<file path="src/rtl/crc_pkg.sv">
// Shared types, constants and CRC-16/CCITT-FALSE byte step for the CRC memory path.
package crc_pkg;

  localparam int unsigned MEM_DEPTH  = 1024;
  localparam int unsigned MEM_ADDR_W = $clog2(MEM_DEPTH);
  localparam logic [15:0] CRC16_POLY = 16'h1021;
  localparam logic [15:0] CRC16_INIT = 16'hFFFF;

  typedef enum logic [1:0] {
    IDLE,
    ACCEPT,
    WRITE,
    DONE
  } loader_state_t;

  // MSB-first byte update: eight shift/XOR steps, no reflection, no final XOR.
  function automatic logic [15:0] crc16_byte(input logic [15:0] crc,
                                             input logic [7:0]  data,
                                             input logic [15:0] poly = CRC16_POLY);
    logic [15:0] c;
    c = crc ^ {data, 8'h00};
    for (int unsigned i = 0; i < 8; i++) begin
      c = c[15] ? ((c << 1) ^ poly) : (c << 1);
    end
    return c;
  endfunction

endpackage

</file>
<file path="src/rtl/crc_mem_loader_if.sv">
// Byte-stream handshake and memory write bus of the CRC memory loader.
interface crc_mem_loader_if
  import crc_pkg::*;
#(
  parameter int unsigned ADDR_W = MEM_ADDR_W
);
  logic              in_valid;
  logic [7:0]        in_data;
  logic              in_ready;
  logic              mem_we;
  logic [ADDR_W-1:0] mem_addr;
  logic [7:0]        mem_wdata;

  // Environment side: byte source and memory sink.
  modport master (
    output in_valid, in_data,
    input  in_ready, mem_we, mem_addr, mem_wdata
  );

  // Loader side.
  modport slave (
    input  in_valid, in_data,
    output in_ready, mem_we, mem_addr, mem_wdata
  );
endinterface

</file>
<file path="src/rtl/crc_mem_loader_crc16.sv">
// Combinational byte-wise CRC-16 step; reusable by the downstream checker.
module crc16_byte_update
  import crc_pkg::*;
#(
  parameter logic [15:0] POLY = CRC16_POLY
) (
  input  logic [15:0] crc_i,
  input  logic [7:0]  data_i,
  output logic [15:0] crc_o
);

  // Unrolled eight-step update of the current CRC with one byte.
  always_comb begin
    crc_o = crc16_byte(crc_i, data_i, POLY);
  end

endmodule

</file>
<file path="src/rtl/crc_mem_loader.sv">
// Write side of the CRC memory path: stream bytes into memory from address 0
// while accumulating CRC-16/CCITT-FALSE over exactly the bytes written.
module crc_mem_loader
  import crc_pkg::*;
#(
  parameter int unsigned DEPTH    = MEM_DEPTH,
  parameter int unsigned ADDR_W   = MEM_ADDR_W,
  parameter logic [15:0] CRC_POLY = CRC16_POLY,
  parameter logic [15:0] CRC_INIT = CRC16_INIT
) (
  input  logic              clk50m,
  input  logic              rst_n,
  input  logic              load_start,
  input  logic [ADDR_W:0]   load_len,
  crc_mem_loader_if.slave   bus,
  output logic [15:0]       crc_out,
  output logic              load_done,
  output logic              busy
);

  localparam logic [ADDR_W:0] DEPTH_L = (ADDR_W + 1)'(DEPTH);

  loader_state_t     state_q, state_d;
  logic [ADDR_W-1:0] addr_q, addr_d;
  logic [7:0]        wdata_q, wdata_d;
  logic [ADDR_W:0]   len_q, len_d;
  logic [ADDR_W:0]   cnt_q, cnt_d;
  logic [15:0]       crc_q, crc_d;
  logic              done_q, done_d;
  logic              busy_q, busy_d;
  logic [ADDR_W:0]   len_sat;
  logic [ADDR_W:0]   cnt_inc;
  logic [15:0]       crc_upd;

  crc16_byte_update #(
    .POLY(CRC_POLY)
  ) u_crc (
    .crc_i (crc_q),
    .data_i(wdata_q),
    .crc_o (crc_upd)
  );

  // Length saturation and count increment used by the FSM.
  always_comb begin
    len_sat = (load_len > DEPTH_L) ? DEPTH_L : load_len;
    cnt_inc = cnt_q + 1'b1;
  end

  // Next-state, datapath and registered-output decode.
  always_comb begin
    state_d = state_q;
    addr_d  = addr_q;
    wdata_d = wdata_q;
    len_d   = len_q;
    cnt_d   = cnt_q;
    crc_d   = crc_q;
    case (state_q)
      IDLE, DONE: begin
        if (load_start) begin
          addr_d  = '0;
          cnt_d   = '0;
          crc_d   = CRC_INIT;
          len_d   = len_sat;
          state_d = (len_sat == '0) ? DONE : ACCEPT;
        end
      end
      ACCEPT: begin
        if (bus.in_valid) begin
          wdata_d = bus.in_data;
          state_d = WRITE;
        end
      end
      WRITE: begin
        crc_d = crc_upd;
        cnt_d = cnt_inc;
        // Address only advances when another byte follows, so it stops at DEPTH-1.
        if (cnt_inc == len_q) begin
          state_d = DONE;
        end else begin
          addr_d  = addr_q + 1'b1;
          state_d = ACCEPT;
        end
      end
      default: state_d = IDLE;
    endcase
    done_d = (state_d == DONE);
    busy_d = (state_d == ACCEPT) || (state_d == WRITE);
  end

  // State and datapath registers with asynchronous active-low reset.
  always_ff @(posedge clk50m or negedge rst_n) begin
    if (!rst_n) begin
      state_q <= IDLE;
      addr_q  <= '0;
      wdata_q <= '0;
      len_q   <= '0;
      cnt_q   <= '0;
      crc_q   <= CRC_INIT;
      done_q  <= 1'b0;
      busy_q  <= 1'b0;
    end else begin
      state_q <= state_d;
      addr_q  <= addr_d;
      wdata_q <= wdata_d;
      len_q   <= len_d;
      cnt_q   <= cnt_d;
      crc_q   <= crc_d;
      done_q  <= done_d;
      busy_q  <= busy_d;
    end
  end

  assign bus.in_ready  = (state_q == ACCEPT);
  assign bus.mem_we    = (state_q == WRITE);
  assign bus.mem_addr  = addr_q;
  assign bus.mem_wdata = wdata_q;
  assign crc_out       = crc_q;
  assign load_done     = done_q;
  assign busy          = busy_q;

endmodule

</file>
<file path="src/flat_wrapper.sv">
// flat-port wrapper written by rule: the top's interface ports become plain ports
module crc_mem_loader_flat import crc_pkg::*;
#(
  parameter int unsigned DEPTH    = MEM_DEPTH,
  parameter int unsigned ADDR_W   = MEM_ADDR_W,
  parameter logic [15:0] CRC_POLY = CRC16_POLY,
  parameter logic [15:0] CRC_INIT = CRC16_INIT
)
  (clk50m, rst_n, load_start, load_len, crc_out, load_done, busy, bus_in_valid, bus_in_data, bus_in_ready, bus_mem_we, bus_mem_addr, bus_mem_wdata);
  crc_mem_loader_if #(.ADDR_W(ADDR_W)) bus_i ();
  input  logic clk50m;
  input  logic rst_n;
  input  logic load_start;
  input  logic [ADDR_W:0] load_len;
  output logic [15:0] crc_out;
  output logic load_done;
  output logic busy;
  input wire logic [$bits(bus_i.in_valid)-1:0] bus_in_valid;
  input wire logic [$bits(bus_i.in_data)-1:0] bus_in_data;
  output wire logic [$bits(bus_i.in_ready)-1:0] bus_in_ready;
  output wire logic [$bits(bus_i.mem_we)-1:0] bus_mem_we;
  output wire logic [$bits(bus_i.mem_addr)-1:0] bus_mem_addr;
  output wire logic [$bits(bus_i.mem_wdata)-1:0] bus_mem_wdata;
  assign bus_i.in_valid = bus_in_valid;
  assign bus_i.in_data = bus_in_data;
  assign bus_in_ready = bus_i.in_ready;
  assign bus_mem_we = bus_i.mem_we;
  assign bus_mem_addr = bus_i.mem_addr;
  assign bus_mem_wdata = bus_i.mem_wdata;
  crc_mem_loader #(.DEPTH(DEPTH), .ADDR_W(ADDR_W), .CRC_POLY(CRC_POLY), .CRC_INIT(CRC_INIT)) u_core (.clk50m(clk50m), .rst_n(rst_n), .load_start(load_start), .load_len(load_len), .bus(bus_i), .crc_out(crc_out), .load_done(load_done), .busy(busy));
endmodule
</file>
<file path="config.mk">
export PLATFORM = sky130hd
export DESIGN_NAME = crc_mem_loader_flat
export DESIGN_NICKNAME = d
export VERILOG_FILES = /design/src/rtl/crc_pkg.sv /design/src/rtl/crc_mem_loader_if.sv /design/src/rtl/crc_mem_loader_crc16.sv /design/src/rtl/crc_mem_loader.sv /design/src/flat_wrapper.sv
export SDC_FILE = /design/constraint.sdc
export NUM_CORES = 1
export LEC_CHECK = 0
export ABC_AREA = 1
export BUFFER_PORTS_ARGS = -buffer_cell sky130_fd_sc_hd__buf_2
export CAP_MARGIN = 20
export CORE_UTILIZATION = 58
export CTS_BUF_LIST = sky130_fd_sc_hd__clkbuf_2 sky130_fd_sc_hd__clkbuf_4 sky130_fd_sc_hd__clkbuf_8
export DETAILED_ROUTE_END_ITERATION = 10
export GPL_TIMING_DRIVEN = 0
export PLACE_DENSITY_LB_ADDON = 0.15
export SLEW_MARGIN = 15
export SYNTH_ARGS = -nofsm -noshare
export SYNTH_HDL_FRONTEND = slang
export SYNTH_SLANG_ARGS = --single-unit
</file>
<file path="constraint.sdc">
create_clock -name clk50m -period 5.05 [get_ports clk50m]
set_input_delay 1.515 -clock clk50m [delete_from_list [all_inputs] [get_ports clk50m]]
set_output_delay 1.515 -clock clk50m [all_outputs]
set_load 0.005 [all_outputs]
</file>
---- After elaboration in Yosys (flattened, before gate mapping) ----
Index checks and enable logic that the tools add are counted.
storage, ports and cells
  register bits ........................... 60
  input port bits ......................... 23
operators by class
  add/subtract/negate cells ............... 2
  magnitude comparators ................... 1
  equal/unequal tests ..................... 9
  mux-type cells .......................... 21
  bitwise logic cells ..................... 9
  reduce and logical (&&, ||, !) cells .... 9
operators by type and width
  kind                     count
  $mux W13                 8
  $pmux W16 S2             1
  $not A3 Y3               8
  $mux W11                 2
  $pmux W11 S2             1
  $mux W10                 2
  $pmux W10 S2             1
  $mux W16                 1
  $xor A16 B16 Y16         1
  $add A11 B1 Y11 const B  1
  $eq A11 B11 Y1           1
  $gt A11 B11 Y1 const B   1
  $logic_not A11 Y1        1
  $add A10 B1 Y10 const B  1
  $eq A2 B2 Y1 const B     4
  $mux W2                  4
  $pmux W2 S3              1
  $reduce_and A2 Y1        3
  $eq A2 B1 Y1 const B     2
  $ne A2 B2 Y1 const B     2
  $reduce_and A3 Y1        1
  $logic_not A2 Y1         1
  $reduce_bool A2 Y1       1
  $reduce_or A2 Y1         1
  $logic_or A1 B1 Y1       1

---- Depth between registers and ports, before layout ----
Gate-level depths: netlist of run 1.
  depth after elaboration ................. 18
  mapped depth ............................ 14
  mapped depth without buffers ............ 14

---- Modules after synthesis ----
A second synthesis of run 1 with hierarchy kept.
unflattened totals
  cells, all modules ...................... 468
  area total of the unflattened synthesis .. 3,574.7 um^2
modules (own cells, without submodules)
  module             times used  cells an instance  area each (um^2)  seq. area each (um^2)
  crc_mem_loader     1           351                3,010.4           1,521.5
  crc16_byte_update  1           117                564.3             0.0

---- Least setup slack after synthesis of run 1 ----
OpenSTA, ideal clock, no wires.
  path kind ............................... input-to-reg
  from .................................... input load_len[8]
  to ...................................... register u_core.busy_q, in the netlist u_core.busy
  arrival time ............................ 2,554 ps
  slack ................................... 2,370 ps
  stages .................................. 5
  path buffers ............................ 0
  path through ............................ or2_2 nor4_1 o211ai_1 a21oi_1 ha_1
between the ends
  longest elaborated chain between the ends .. 8
  elaborated cells on any way between the ends .. 9
RTL lines
  element                                              RTL line               text
  start: declaration                                   flat_wrapper.sv:14     input logic [ADDR_W:0] load_len;
  $gt A11 B11 Y1                                       crc_mem_loader.sv:45   len_sat = (load_len > DEPTH_L) ? DEPTH_L : load_len;
  $mux W11 (*)                                         crc_mem_loader.sv:45
  $logic_not A11 Y1 (*)                                crc_mem_loader.sv:64   state_d = (len_sat == '0) ? DONE : ACCEPT;
  $mux W2 (*)                                          crc_mem_loader.sv:64
  $mux W2 (*)                                          crc_mem_loader.sv:59   if (load_start) begin
  $pmux W2 S3 (*)                                      crc_mem_loader.sv:57   case (state_q)
  $eq A2 B1 Y1 / $eq A2 B2 Y1 (equally long branches)  crc_mem_loader.sv:87   busy_d = (state_d == ACCEPT) || (state_d == WRITE);
  $logic_or A1 B1 Y1 (*)                               crc_mem_loader.sv:87
  via u_core.busy_d                                    crc_mem_loader.sv:30   logic busy_q, busy_d;
  end signal: assignment                               crc_mem_loader.sv:109  busy_q <= busy_d;
  end: declaration                                     crc_mem_loader.sv:30
Mark *: on every way through the listed nets, which the timed path passes. The rest lies on a longest branch.
A chain may end at the register's enable or synchronous reset.

---- Worst setup path after layout of run 1 ----
  from .................................... register u_core.state_q[0]
  to ...................................... output bus_mem_we
between the ends
  longest elaborated chain between the ends .. 1
RTL lines
  element                   RTL line               text
  start: declaration        crc_mem_loader.sv:23   loader_state_t state_q, state_d;
  start signal: assignment  crc_mem_loader.sv:102  state_q <= state_d;
  $eq A2 B2 Y1              crc_mem_loader.sv:114  assign bus.mem_we = (state_q == WRITE);
  end: declaration          flat_wrapper.sv:21     output wire logic [$bits(bus_i.mem_we)-1:0] bus_mem_we;
Every way passes these cells.

==> results.cfg, run 1 <==
[placement]
pre_cts_slack_ns = 2.00
place.gp.congestion = 0.870
placed_cell_area_mm2 = 0.00361
hpwl_um = 5450
numPortBuffers = 60

[timing]
skew_ns = 0.00917
fmax_ghz = 0.353
finalHoldViolCount = 0
setup-tns-final_ns = 0
finalSetupViolCount = 0
worst_slew_pin_slew_ns = 0.761
period_share = 0.561
slew_headroom = 0.493
fin_crit_ns = 2.83
setup_ws_ns = 2.22
drv_slew = 0
rsz0062_at_grt = no

[worst_setup_path]
cp.arrival_ns = 1.32
endpoint_kind = output port
path_class = flip-flop to output port
required_ns = 3.54
startpoint_type = flip-flop
crit_fanout = 7

[clocking]
post_cts_buffers = 0
insertion_delay_ns = 0.34
clockRootBuffer = clkbuf_8
post_cts_resized = 0
cts_sinks = 60
clockBufferDepth = 2
cts_tree = yes
path_clk_slew_ns = 0.07
holdBufCountCts = 0
cts_buffers = 9
htreeDepth = 3

[cells_and_area]
diodes = 0
layout.nets = 488
drive_gt1_frac = 0.252
area_delta_synth_final_pct = 18.6
design_area_mm2 = 0.00381
final_core_utilization = 0.728

[drt]
routed.top_layer = met4
post-route-drc-count = 0
routed_via_density = 5.41
routed_wl_um = 7570
dr.pass1.iters = 4
wl_met3_um = 376
wl_per_cell_um = 14.1
m1WireLength_um = 3220
met2WireLength_um = 3800
antenna_left = 0
dr_total_vias = 2892
drt_iter0_drc = 124

[yosys]
netlist_instances = 389
synth_ff_type = dfrtp_1
avgSynthCellArea_um2 = 8.27
yosysMostFrequentCell = nand2_1
synth.distinct_cells = 32
synth_top_area_cell = dfrtp_1
synth_area_mm2 = 0.00322
synth_top_area_frac = 0.342
synthArstFlopShare = 1.00
ys_ff_latch = 60
seq_area_frac_synth = 0.473
yosys-top-cells-count = nand2_1, inv_1, dfrtp_1, nand3_1, o21ai_0
synth_edf_count = 0
netlist_top_cells_area = dfrtp_1, dfstp_2, nand2_1
ys_warn_count = 0
syn-num-nets = 417

[floorplan]
ios = 61
die_w_um = 76.5
rows = 26
core-area_mm2 = 0.00524
die_height_um = 76.5
die_area_mm2 = 0.00585
start_util = 0.614

[grt]
grt_pass1_vias = 2869
grt_max_degree = 61
antenna_found_initial = 0
grt_first_pass_wirelength_um = 12800
track_usage = 0.284
gr-total-overflow = 0

[pwr]
cellLeakagePower_nw = 1.83
powerDensity_mw_per_mm2 = 563
finalPower_w = 0.00215
ir_drop_v = 0.000388

[status]
status = complete, no violations

[flow_run]
cap_violations = 0

[hold_path]
hp-class = flip-flop to flip-flop
critical path, stage by stage, from the launching register on:
cell	delay, ns
dfrtp_1	0.40
inv_1	0.06
ha_1	0.33
buf_2	0.18
report_power, final:
group	leakage, nW	switching, W	internal (W)
Combinational	0.975	0.000552	0.000384
Sequential	0.747	0.000110	0.000646
Clock	0.111	0.000184	0.000271
cell usage in the layout (no fill, tap or decap), drive strengths merged, types with 2 or more instances in the layout:
| cell | instances |
|---|---|
| ha | 5 |
| dfrtp | 44 |
| xor2 | 11 |
| dfstp | 16 |
| o22ai | 17 |
| xnor2 | 11 |
| buf | 66 |
| o21ai | 26 |
| a21oi | 8 |
| and2 | 2 |
| clkbuf | 16 |
| nand3 | 41 |
| nand2 | 89 |
| inv | 59 |
| mux2 | 8 |
| or2 | 2 |
| nand4 | 3 |
| nor2 | 27 |
| nor3 | 5 |
routing by layer:
metal  global-route usage  vias to the layer above
li1                     -                     1410
met1                0.330                     1390
met2                0.470                       73
met3               0.0898                       19
met4                0.148                        0
met5                    0                        -
sequential cells by signal (all words and copies together), names as in the netlist:
signal                count
u_core.bus.mem_addr      10
u_core.bus.mem_wdata      8
u_core.busy               1
u_core.cnt_q             11
u_core.crc_out           16
u_core.len_q             11
u_core.load_done          1
u_core.state_q            2
path summary, 6_finish.rpt:
| kind | from | to | slack (ns) | cells after the start |
|---|---|---|---|---|
| worst max-delay path | u_core.state_q[0] | bus_mem_we | 2.22 | 3 |
| worst min-delay path | u_core.bus.mem_addr[3] | u_core.bus.mem_addr[3] | 0.53 | 2 |
| worst max register to register | u_core.state_q[0] | u_core.busy | 2.68 | 9 |
| worst min register to register | u_core.bus.mem_addr[3] | u_core.bus.mem_addr[3] | 0.53 | 2 |
| max in group asynchronous | rst_n | u_core.bus.mem_addr[1] | 3.30 | 1 |
| min in group asynchronous | rst_n | u_core.len_q[2] | 1.25 | 1 |
cells by family after synthesis:
family          Yosys count  synth area share
simple gates            171             0.233
buf+inv                  67            0.0821
flops                    60             0.473
compound gates           55            0.0977
xor+xnor                 23            0.0669
mux                       8            0.0280
fa+ha+maj                 5            0.0195
metrics by stage:
stage / cells / hold slack [ns]
CTS: 535 / 0.528
floorplan: 389 / 0.495
finish: 535 / 0.531
detailed placement: 519 / 0.512
global route: 535 / 0.570
global placement: 519 / 0.506
layout make-up:
| cell class | count | area, um2 |
|---|---|---|
| Inverter | 59 | 221 |
| Timing Repair Buffer | 60 | 303 |
| Buffer | 8 | 42.5 |
| Fill cell | 411 | 1420 |
| Tap cell | 70 | 87.6 |
| Clock inverter | 2 | 35.0 |
| Multi-Input combinational cell | 262 | 1430 |
| Sequential cell | 60 | 1520 |
| Clock buffer | 14 | 174 |
Note: power is estimated with default switching activity, not from simulation.
==> run 2: changes to the inputs <==
--- a/config.mk
+++ b/config.mk
@@ -5,10 +5,10 @@
 export SDC_FILE = /design/constraint.sdc
 export NUM_CORES = 1
 export LEC_CHECK = 0
-export ABC_AREA = 1
+export ABC_AREA = 0
 export BUFFER_PORTS_ARGS = -buffer_cell sky130_fd_sc_hd__buf_2
 export CAP_MARGIN = 20
-export CORE_UTILIZATION = 58
+export CORE_UTILIZATION = 57
 export CTS_BUF_LIST = sky130_fd_sc_hd__clkbuf_2 sky130_fd_sc_hd__clkbuf_4 sky130_fd_sc_hd__clkbuf_8
 export DETAILED_ROUTE_END_ITERATION = 10
 export GPL_TIMING_DRIVEN = 0
==> constraint.sdc (replaced) <==
create_clock -name clk50m -period 2.92 [get_ports clk50m]
set_input_delay 0.876 -clock clk50m [delete_from_list [all_inputs] [get_ports clk50m]]
set_output_delay 0.876 -clock clk50m [all_outputs]
set_load 0.005 [all_outputs]
==> run 2 against run 1 <==
Net effect:
- via count decreased by 12%
- clock-buffer cell count increased by 1
- worst hold slack got worse by 0.028 ns
- register-to-register slack got worse by 2.5 ns
- synthesized area decreased by 1.9%
- non-clock buffer count increased by 3
- combinational power increased by 120%
- clock power increased by 77%
- critical path depth increased by 7
- critical endpoint is now u_core.busy
- largest cell class is now multi-input combinational cells
- largest power group unchanged
==> results.cfg, run 2 <==
[timing]
setup-tns-final_ns = 0
setup_ws_ns = 0.157
finalHoldViolCount = 0
fin_crit_ns = 2.76
fmax_ghz = 0.362
skew_ns = 0.00730
finalSetupViolCount = 0
slew_headroom = 0.492
period_share = 0.946
worst_slew_pin_slew_ns = 0.763
drv_slew = 0

[clocking]
htreeDepth = 3
clockBufferDepth = 2
path_clk_slew_ns = 0.06
insertion_delay_ns = 0.34
clockRootBuffer = clkbuf_8
cts_tree = yes
cts_buffers = 9
cts_sinks = 60

[yosys]
netlist_top_cells_area = dfrtp_1, dfstp_2, xnor2_1
netlist_instances = 306
ys_warn_count = 0
yosys.area_share.simple = 0.162
synthMuxAreaShare = 0.0321
yosys.area_share.adder = 0.0198
yosys-top-cells-count = dfrtp_1, nand2_1, xnor2_1, nor2_1, a21oi_1
synth_ff_type = dfrtp_1
synth.distinct_cells = 49
synth_compound_gate_area_share = 0.161
synth_top_area_cell = dfrtp_1
avgSynthCellArea_um2 = 10.3
synth_xor_area_frac = 0.118
synthArstFlopShare = 1.00
seq_area_frac_synth = 0.482
ys_ff_latch = 60
synth_top_area_frac = 0.349
synth_area_mm2 = 0.00315
syn-num-nets = 334
synth_edf_count = 0
synth_top_family_by_area = simple AND/OR/NAND/NOR gates
yosysMostFrequentCell = dfrtp_1

[drt]
wl_per_cell_um = 15.6
dr_total_vias = 2556
drt_iter0_drc = 194
routed_via_density = 5.65
post-route-drc-count = 0
routed_wl_um = 7060
dr.pass1.iters = 5
antenna_left = 0

[worst_setup_path]
crit_fanout = 7
cp_common_cell = ha_1
cp.arrival_ns = 2.99
startpoint_type = flip-flop
max_stage_delay_ns = 0.42
endpoint_kind = flip-flop
rr_endpoint = u_core.busy
r2r_start = u_core.cnt_q[0]
reg2regPathDepth = 10
path_class = flip-flop to flip-flop
cp_slowest_cell = dfrtp_2
path_cells = ha_1, buf_2, nand3_2, or3_1, a221oi_2, nand4_1, or2_4, and3b_1, a21oi_1, ha_1
required_ns = 3.14
rrSetupSlack_ns = 0.16

[pwr]
ir_drop_v = 0.000686
swShare = 0.396
p_int_w = 0.00259
clockPowerShare = 0.188
p_sw_w = 0.00170
powerDensity_mw_per_mm2 = 1140
cellLeakagePower_nw = 1.70
pwr-share-comb = 0.471
power_frac_seq = 0.340

[hold_path]
worstHoldStart = u_core.len_q[2]
hold_depth = 2
hp-class = flip-flop to flip-flop
worstHoldEndpoint = u_core.len_q[2]

[cells_and_area]
drive_gt1_frac = 0.309
nFillCells = 408
layout_common_cells = buf_2, dfrtp_1, nand2_1
diodes = 0
layout.nets = 405
final_common_cell = buf_2
largest_reg_flops = 16
area_delta_synth_final_pct = 19.4

[placement]
hpwl_um = 4870
numPortBuffers = 60
pre_cts_slack_ns = 0.108
place.gp.congestion = 0.860

[floorplan]
die_height_um = 76.4
start_util = 0.606
rows = 26
die_w_um = 76.4
die_area_mm2 = 0.00584
core-area_mm2 = 0.00520
ios = 61

[grt]
antenna_found_initial = 0
grt_pass1_vias = 2504
gr-total-overflow = 0
track_usage = 0.267
grt_first_pass_wirelength_um = 12100
grt_max_degree = 61

[flow_run]
cap_violations = 0

[status]
status = complete, no violations
## run 2: how the worst max path moves through the flow
stage                     slack (ns)       startpoint     endpoint
final                           0.16  u_core.cnt_q[0]  u_core.busy
after global placement          0.14  u_core.cnt_q[0]  u_core.busy
after detailed placement        0.11  u_core.cnt_q[0]  u_core.busy
after floorplan                 0.42  u_core.cnt_q[0]  u_core.busy
after global routing          -0.002  u_core.cnt_q[0]  u_core.busy
after CTS                       0.08  u_core.cnt_q[0]  u_core.busy
## run 2: logic make-up after synthesis
family,after synthesis
and+or+nand+nor,100
AOI/OAI and AO/OA,75
DFF,60
xor gates and xnor gates,40
buffers and inverters,17
muxes,9
adders and majority gates,5
## run 2: metrics by stage
stage	cells	instance area [um2]	hold WS, ns	utilization	power, W
floorplan	306	3150	0.463	-	0.00287
global placement	436	3540	0.484	0.681	0.00340
detailed placement	436	3540	0.492	0.681	0.00347
CTS	452	3760	0.501	0.723	0.00430
global route	452	3770	0.529	0.724	0.00460
finish	452	3770	0.503	0.724	0.00428
## run 2: cell type report
cell class	instances	area [um2]	area share
clock inverters	1	30.0	0.00797
well taps	70	87.6	0.0233
inverters	6	22.5	0.00598
clock buffers	15	188	0.0498
flip-flops and latches	60	1520	0.404
plain buffers	11	55.1	0.0146
repair buffers	60	303	0.0804
multi-input cells	229	1560	0.414
## run 2: metal layers
| layer | GRT usage | up-vias | wire [um] |
|---|---|---|---|
| li1 | - | 1235 | - |
| met1 | 0.355 | 1232 | 3310 |
| met2 | 0.424 | 76 | 3230 |
| met3 | 0.0515 | 13 | 383 |
| met4 | 0.121 | 0 | 129 |
| met5 | 0 | - | 0 |
## run 2: critical path: cells and delay by family (launching register included)
family                     cells  cell delay [ns]
and+or+nand+nor                5             1.27
adders and majority gates      2             0.39
buffers and inverters          1             0.18
AOI/OAI and AO/OA              2             0.38
DFF                            1             0.42
## run 2: timing repair
item | 4_1_cts | 5_1_grt
setup buffers | 0 | 0
hold buffers | 0 | 0
resized for setup | 0 | 2
endpoints found under the setup margin | 0 | 1
## run 2: power by group through the flow
stage | clock [W] | sequential (W) | combinational [W]
final | 0.000807 | 0.00146 | 0.00202
after global placement | 0 | 0.00145 | 0.00195
after global routing | 0.000846 | 0.00150 | 0.00225
after CTS | 0.000816 | 0.00145 | 0.00203
after detailed placement | 0 | 0.00147 | 0.00201
after floorplan | 0 | 0.00143 | 0.00144
==> run 3: changes to the inputs <==
--- a/config.mk
+++ b/config.mk
@@ -12,6 +12,7 @@
 export CTS_BUF_LIST = sky130_fd_sc_hd__clkbuf_2 sky130_fd_sc_hd__clkbuf_4 sky130_fd_sc_hd__clkbuf_8
 export DETAILED_ROUTE_END_ITERATION = 10
 export GPL_TIMING_DRIVEN = 0
+export MAX_ROUTING_LAYER = met4
 export PLACE_DENSITY_LB_ADDON = 0.15
 export SLEW_MARGIN = 15
 export SYNTH_ARGS = -nofsm -noshare
==> run 3 against run 2 <==
Net effect:
- non-clock buffer count did not move
- final area did not move
- critical path depth unchanged
- combinational power barely moved
- largest power group unchanged
- global-route usage rose by 0.90 points
==> results.cfg, run 3 (same netlist as run 2, synthesis figures left out) <==
[cells_and_area]
drive_gt1_frac = 0.309
final_cells = 452
layout_common_cells = buf_2, dfrtp_1, nand2_1
nFillCells = 408
layout.nets = 405
largest_reg_flops = 16
diodes = 0
area_delta_synth_final_pct = 19.4
final_common_cell = buf_2
multi_input_area_mm2 = 0.00156
regArea_mm2 = 0.00152
final_core_utilization = 0.724
design_area_mm2 = 0.00377

[clocking]
post_cts_buffers = 0
clockBufferDepth = 2
insertion_delay_ns = 0.34
cts_buffers = 9
clockRootBuffer = clkbuf_8
cts_sinks = 60
cts_tree = yes
path_clk_slew_ns = 0.06
htreeDepth = 3

[worst_setup_path]
crit_fanout = 7
path_class = flip-flop to flip-flop
endpoint_kind = flip-flop
cp.arrival_ns = 2.99
startpoint_type = flip-flop
required_ns = 3.15

[pwr]
cellLeakagePower_nw = 1.70
powerDensity_mw_per_mm2 = 1140
power_frac_seq = 0.340
finalPower_w = 0.00428
pwr-share-comb = 0.472
clockPowerShare = 0.188
ir_drop_v = 0.000688
swShare = 0.396
p_int_w = 0.00259
p_sw_w = 0.00170

[floorplan]
start_util = 0.606
die_w_um = 76.4
rows = 26
ios = 61
core-area_mm2 = 0.00520
die_area_mm2 = 0.00584
die_height_um = 76.4

[drt]
wl_per_cell_um = 15.5
dr.pass1.iters = 4
drt_iter0_drc = 192
routed_wl_um = 7000
dr_total_vias = 2553
post-route-drc-count = 0
antenna_left = 0
routed_via_density = 5.65

[timing]
fmax_ghz = 0.362
skew_ns = 0.00776
worst_slew_pin_slew_ns = 0.746
period_share = 0.947
drv_slew = 0
finalHoldViolCount = 0
slew_headroom = 0.503
finalSetupViolCount = 0
fin_crit_ns = 2.76

[grt]
gr-total-overflow = 0
antenna_found_initial = 0
use_met1 = 0.353
grtUsageMet3 = 0.0611
met2_usage = 0.428
track_usage = 0.276
grt_max_degree = 61
grt_first_pass_wirelength_um = 12100
grt_pass1_vias = 2525
top_usage_layer = met2

[placement]
place.gp.congestion = 0.874
hpwl_um = 4870
numPortBuffers = 60
dp.cells = 436
placed_cell_area_mm2 = 0.00354

[hold_path]
hp-class = flip-flop to flip-flop

[flow_run]
cap_violations = 0

[status]
status = complete, no violations
[run 3: final timing paths]
path / depth (start not counted) / slack, ns / endpoint / start
hold reg to reg: 1 / 0.50 / u_core.cnt_q[10] / u_core.cnt_q[10]
min in group asynchronous: 1 / 0.60 / u_core.cnt_q[7] / rst_n
hold / removal: 1 / 0.50 / u_core.cnt_q[10] / u_core.cnt_q[10]
max in group asynchronous: 1 / 1.78 / u_core.cnt_q[0] / rst_n
setup reg to reg: 10 / 0.16 / u_core.busy / u_core.cnt_q[0]
setup / recovery: 10 / 0.16 / u_core.busy / u_core.cnt_q[0]
[run 3: per-stage QoR]
| stage | hold slack, ns | setup WS [ns] | TNS, ns |
|---|---|---|---|
| after global placement | 0.484 | 0.141 | 0 |
| after floorplan | 0.463 | 0.420 | 0 |
| after CTS | 0.501 | 0.0806 | 0 |
| after global routing | 0.529 | -0.00216 | -0.00216 |
| after detailed placement | 0.492 | 0.108 | 0 |
| final | 0.501 | 0.155 | 0 |
[run 3: critical path, stage by stage, from the launching register on]
cell and delay (ns):
dfrtp_2 0.42, ha_1 0.15, buf_2 0.18, nand3_2 0.17, or3_1 0.40, a221oi_2 0.26
nand4_1 0.20, or2_4 0.30, and3b_1 0.19, a21oi_1 0.12, ha_1 0.24
[run 3: power by group through the flow]
stage / Combinational [W] / Sequential (W) / Clock [W]
after floorplan: 0.00144 / 0.00143 / 0
after detailed placement: 0.00201 / 0.00147 / 0
after CTS: 0.00203 / 0.00145 / 0.000816
after global routing: 0.00224 / 0.00150 / 0.000850
after global placement: 0.00195 / 0.00145 / 0
final: 0.00202 / 0.00146 / 0.000805
[run 3: final cells by class]
class / instances / share of cell area
flip-flops and latches: 60 / 0.404
inverters: 6 / 0.00598
plain buffers: 11 / 0.0146
well taps: 70 / 0.0233
clock inverters: 1 / 0.00797
multi-input cells: 229 / 0.414
repair buffers: 60 / 0.0804
clock buffers: 15 / 0.0498
[run 3: repair_timing]
action | CTS | global route
setup endpoints to repair | 0 | 1
hold buffers | 0 | 0
gates resized for setup | 0 | 2
[run 3: per-layer routing]
layer | share of wire | wire length (um)
met2 | 0.47 | 3280
met4 | 0.013 | 94
met3 | 0.056 | 394
met5 | 0 | 0
met1 | 0.46 | 3230
